**src/rtl/phase_pkg.sv**
```systemverilog
// phase_pkg: shared defaults and width helper for the phase countdown sequencer.
package phase_pkg;

    localparam int DEF_NUM_PHASES = 3;
    localparam int DEF_CNT_W      = 4;
    localparam logic [DEF_NUM_PHASES*DEF_CNT_W-1:0] DEF_PHASE_INIT = {4'd10, 4'd5, 4'd15};

    // Index width for n phases, never below one bit.
    function automatic int clog2_min1(input int n);
        int w;
        w = 1;
        while ((1 << w) < n) w++;
        return w;
    endfunction

endpackage

```
**src/rtl/phase_cfg_regs.sv**
```systemverilog
// phase_cfg_regs: per-phase reload register bank with a write port and a
// combinational read by index; resets to the PHASE_INIT values.
module phase_cfg_regs
    import phase_pkg::*;
#(
    parameter int NUM_PHASES = DEF_NUM_PHASES,
    parameter int CNT_W      = DEF_CNT_W,
    parameter int STATE_W    = clog2_min1(NUM_PHASES),
    parameter logic [NUM_PHASES*CNT_W-1:0] PHASE_INIT = DEF_PHASE_INIT
) (
    input  logic               clk_i,
    input  logic               rst_n_i,
    input  logic               we_i,
    input  logic [STATE_W-1:0] wr_idx_i,
    input  logic [CNT_W-1:0]   wr_val_i,
    input  logic [STATE_W-1:0] rd_idx_i,
    output logic [CNT_W-1:0]   rd_val_o
);

    logic [CNT_W-1:0] reload_q [NUM_PHASES];

    // Indices at or above NUM_PHASES match no slot, so such writes fall away.
    always_ff @(posedge clk_i or negedge rst_n_i) begin
        if (!rst_n_i) begin
            for (int p = 0; p < NUM_PHASES; p++)
                reload_q[p] <= PHASE_INIT[p*CNT_W +: CNT_W];
        end else begin
            for (int p = 0; p < NUM_PHASES; p++)
                if (we_i && wr_idx_i == STATE_W'(p))
                    reload_q[p] <= wr_val_i;
        end
    end

    always_comb begin
        rd_val_o = '0;
        for (int p = 0; p < NUM_PHASES; p++)
            if (rd_idx_i == STATE_W'(p))
                rd_val_o = reload_q[p];
    end

endmodule

```
**src/rtl/phase_countdown.sv**
```systemverilog
// phase_countdown: cycles through NUM_PHASES phases, each lasting reload+1
// enabled cycles, with skip, live reload reconfiguration and transition pulses.
module phase_countdown
    import phase_pkg::*;
#(
    parameter int NUM_PHASES = DEF_NUM_PHASES,
    parameter int CNT_W      = DEF_CNT_W,
    parameter int STATE_W    = clog2_min1(NUM_PHASES),
    parameter logic [NUM_PHASES*CNT_W-1:0] PHASE_INIT = DEF_PHASE_INIT
) (
    input  logic               clock_div,
    input  logic               reset,
    input  logic               enable,
    input  logic               skip,
    input  logic               cfg_we,
    input  logic [STATE_W-1:0] cfg_phase,
    input  logic [CNT_W-1:0]   cfg_value,
    output logic [STATE_W-1:0] state,
    output logic [CNT_W-1:0]   count,
    output logic               phase_done,
    output logic               wrap
);

    localparam logic [STATE_W-1:0] LAST = STATE_W'(NUM_PHASES - 1);

    logic [STATE_W-1:0] state_q, state_d, next_state;
    logic [CNT_W-1:0]   count_q, count_d, reload_val;
    logic               done_q, done_d, wrap_q, wrap_d, load;

    // The bank is read before this edge's write lands, so a coincident
    // write/load of one phase picks up the old value.
    phase_cfg_regs #(
        .NUM_PHASES(NUM_PHASES),
        .CNT_W     (CNT_W),
        .STATE_W   (STATE_W),
        .PHASE_INIT(PHASE_INIT)
    ) u_cfg (
        .clk_i   (clock_div),
        .rst_n_i (reset),
        .we_i    (cfg_we),
        .wr_idx_i(cfg_phase),
        .wr_val_i(cfg_value),
        .rd_idx_i(next_state),
        .rd_val_o(reload_val)
    );

    always_comb begin
        next_state = (state_q == LAST) ? '0 : state_q + 1'b1;
        load       = enable && (skip || count_q == '0);
        state_d    = load ? next_state : state_q;
        count_d    = load ? reload_val : (enable ? count_q - 1'b1 : count_q);
        done_d     = load;
        wrap_d     = load && (state_q == LAST);
    end

    always_ff @(posedge clock_div or negedge reset) begin
        if (!reset) begin
            state_q <= '0;
            count_q <= PHASE_INIT[CNT_W-1:0];
            done_q  <= 1'b0;
            wrap_q  <= 1'b0;
        end else begin
            state_q <= state_d;
            count_q <= count_d;
            done_q  <= done_d;
            wrap_q  <= wrap_d;
        end
    end

    assign state      = state_q;
    assign count      = count_q;
    assign phase_done = done_q;
    assign wrap       = wrap_q;

    a_state_bound: assert property (@(posedge clock_div) disable iff (!reset) state_q <= LAST);

endmodule

```
**config.mk**
```make
export PLATFORM = sky130hd
export DESIGN_NAME = phase_countdown
export DESIGN_NICKNAME = d
export VERILOG_FILES = /design/src/rtl/phase_pkg.sv /design/src/rtl/phase_cfg_regs.sv /design/src/rtl/phase_countdown.sv
export SDC_FILE = /design/constraint.sdc
export NUM_CORES = 1
export LEC_CHECK = 0
export CORE_MARGIN = 5
export CORE_UTILIZATION = 53
export DETAILED_ROUTE_END_ITERATION = 12
export GPL_TIMING_DRIVEN = 0
export PLACE_DENSITY = 0.77
export SYNTH_ARGS = -nofsm -noshare
export SYNTH_HDL_FRONTEND = slang
export SYNTH_SLANG_ARGS = --single-unit
```
**constraint.sdc**
```tcl
create_clock -name clock_div -period 4 [get_ports clock_div]
set_input_delay 0.6 -clock clock_div [delete_from_list [all_inputs] [get_ports clock_div]]
set_output_delay 0.6 -clock clock_div [all_outputs]
set_load 0.03 [all_outputs]
```
==> out/qor.csv <==
metric,value,unit
Skew-Pair Late Insertion Delay,0.31,ns
Final Hold Fails,0,
critical path required time,3.40,ns
maxcap violations,0,
port buffer count,18,
Most used DFF post-synth,dfstp_2,
overall power,0.8007,mW
status,"complete, no violations",
die area,2803,µm²
period utilisation layout,0.5488,
async set or reset register ratio after synthesis,1.000,
Tmin final,2.195,ns
CTS Hold Bufs,0,
Critical Path Sink Type,output pin,
clock sinks,20,
post_cts resized,0,
"EDFF count, synth",0,
gr usage total,0.1476,
simple-gate share of the synthesized area,0.1319,
CTS tree,done,
CP Data Arrival Time,1.60,ns
top-count cell post-synth,mux2_2,
global-route wire length before repair,2946,µm
die width,52.94,µm
largest area contributor in the netlist,dfstp_2,
slew at the pin closest to its max-slew limit,0.8226,ns
Cells after Synth,77,
mux share of post-synthesis cell area,0.2177,
Yosys top cell area share,0.3227,
Starting Density,0.5599,
largest net degree at the start of global routing,21,
CP max FO,7,
Post-synth top cells,"14 x mux2_2, 12 x dfstp_2, 8 x dfrtp_1",
"slowest stage delay, CP",0.68,ns
r2r startpoint,count[0],
Synth Cell Area,977.2,µm²
initial antenna violation count,0,
Final ANT Viol Nets,0,
worst reg2reg path depth,5,
setup violators final,0,
area delta synth->final,25.35,%
"Slew Viols, Final",0,
Min-Delay Startpoint,u_cfg.reload_q[5],
Hold EP,u_cfg.reload_q[5],
hold_ws,0.5192,ns
Clock Tree Buf Depth,2,
power density cells,653.6,nW/µm²
Fmax achieved,455.6,MHz
register area share after synthesis,0.5275,
FF/Latch Area,515.5,µm²
Die Height,52.94,µm
Multi-input gate area,436.7,µm²
"Cell Area, Placed",1189,µm²
DR pass1 iterations,2,
postcts setup bufs,0,
Post-Route WL,1659,µm
clk root buf,clkbuf_4,
compound-gate portion of the synthesized area,0.08451,
share of cells above drive strength 1,0.3636,
finished layout cell area,1225,µm²
Netlist cell types,30,
"delay-heaviest family, CP",buffers and inverters,
Critical R2R Capture,state[0],
Hold Path Depth,1,
crit-path cells,clkdlybuf4s50_1,
"FF+latch count, synth",20,
CTS buffer count,3,
Startpoint Class,flip-flop,
VDD IR-drop max,427.2,µV
ANT cells,0,
WL/cell,13.38,µm
DR vias/cell,5.444,
yosys warns,0,
slew margin rel.,0.4499,
DP Wirelength,1305,µm
Fillers,154,
vias in the first global route,690,
Hold Crit Class,reg2reg,
Area contributors post-synth,"dfstp_2 32%, dfrtp_1 20%, mux2_2 16%",
Synth Area in XOR/XNOR,0,
R2R Setup Slk,2.31,ns
H-tree depth,1,
largest family of logic cells by synthesized area,multiplexers,
total grt overflow,0,
Rows,15,
synthesized netlist net count,89,
Buf/Inv on CP,1,
CP max stage cell,clkdlybuf4s50_1,
gp weighted congestion,0.6990,
Final Skew,0.004307,ns
Setup TNS,0,ns
vias post-DR,675,
Synth Area in Adders,0.01280,
Leakage,0.5013,nW
RSZ-0062 raised after global routing,false,
Syn Area/Cell,12.69,µm²
Iteration-0 DRC Markers,4,
# DRC,0,
clock slew at reported path FFs,0.11,ns
WS Path Type,reg2out,
core area,1745,µm²
fin nets,112,
# IOs,19,
-- sequential cells by signal (all words and copies together), names as in the netlist --
name and cells:
state 2, phase_done 1, wrap 1, count 4
u_cfg.reload_q 12
-- power breakdown --
| part | internal [mW] | switching (mW) | total (mW) |
|---|---|---|---|
| combinational | 0.179 | 0.175 | 0.354 |
| clock | 0.0556 | 0.0613 | 0.117 |
| sequential | 0.284 | 0.0453 | 0.330 |
-- kinds of logic (layout without fill, tap and decap cells) --
| logic type | Yosys count | count (layout) |
|---|---|---|
| muxes | 19 | 19 |
| AOI/OAI and AO/OA | 11 | 11 |
| DFF | 20 | 20 |
| and+or+nand+nor | 20 | 20 |
| buffers and inverters | 6 | 28 |
| adders and majority gates | 1 | 1 |
-- per-layer routing --
metal / GRT usage / vias up / wire [µm]
met5: 0 / - / 0
met4: 0.08936 / 0 / 46
met3: 0.03099 / 5 / 82
met2: 0.2521 / 15 / 775
met1: 0.1670 / 326 / 755
li1: - / 329 / -
-- how the worst max path moves through the flow --
stage | startpoint | end | cells past startpoint
final | count[3] | count[3] | 1
after global routing | count[2] | count[2] | 1
after CTS | count[3] | count[3] | 1
after detailed placement | cfg_we | u_cfg.reload_q[9] | 3
after global placement | cfg_we | u_cfg.reload_q[9] | 3
after floorplan | count[0] | state[0] | 5
-- metrics by stage --
step                setup WS, ns    util  std cells
global route               1.760  0.7018        124
global placement           1.841  0.6810        120
finish                     1.805  0.7018        124
detailed placement         1.818  0.6810        120
floorplan                  2.311       -         77
CTS                        1.809  0.7018        124
-- cell usage in the layout (no fill, tap or decap) --
cell / Yosys / layout
or2_2: 1 / 1
dfrtp_1: 8 / 8
a22o_1: 1 / 1
and3b_1: 1 / 1
nand2b_1: 1 / 1
dfstp_2: 12 / 12
mux2_2: 14 / 14
a21oi_1: 1 / 1
nand2_1: 3 / 3
inv_1: 4 / 4
o311ai_0: 1 / 1
a221o_1: 2 / 2
nor3b_1: 1 / 1
and2_1: 1 / 1
clkbuf_8: 0 / 1
o21a_1: 1 / 1
nor2b_1: 2 / 2
clkbuf_4: 0 / 3
a221oi_1: 1 / 1
nand3b_1: 2 / 2
o21ai_0: 3 / 3
or3_1: 1 / 1
nor4_1: 3 / 3
ha_1: 1 / 1
mux2_4: 1 / 1
a211o_1: 1 / 1
or3b_2: 1 / 1
nor2_1: 1 / 1
nand3_1: 1 / 1
nor3b_2: 1 / 1
clkdlybuf4s50_1: 0 / 18
buf_2: 2 / 2
mux2i_1: 4 / 4
-- layout make-up --
cell class,count,share of cell area
Multi-Input combinational cell,51,0.3565
Inverter,4,0.01226
Sequential cell,20,0.4208
Buffer,2,0.008172
Timing Repair Buffer,18,0.1471
Clock buffer,4,0.02962
Tap cell,25,0.02554
Power figures use the tool's default switching activity.
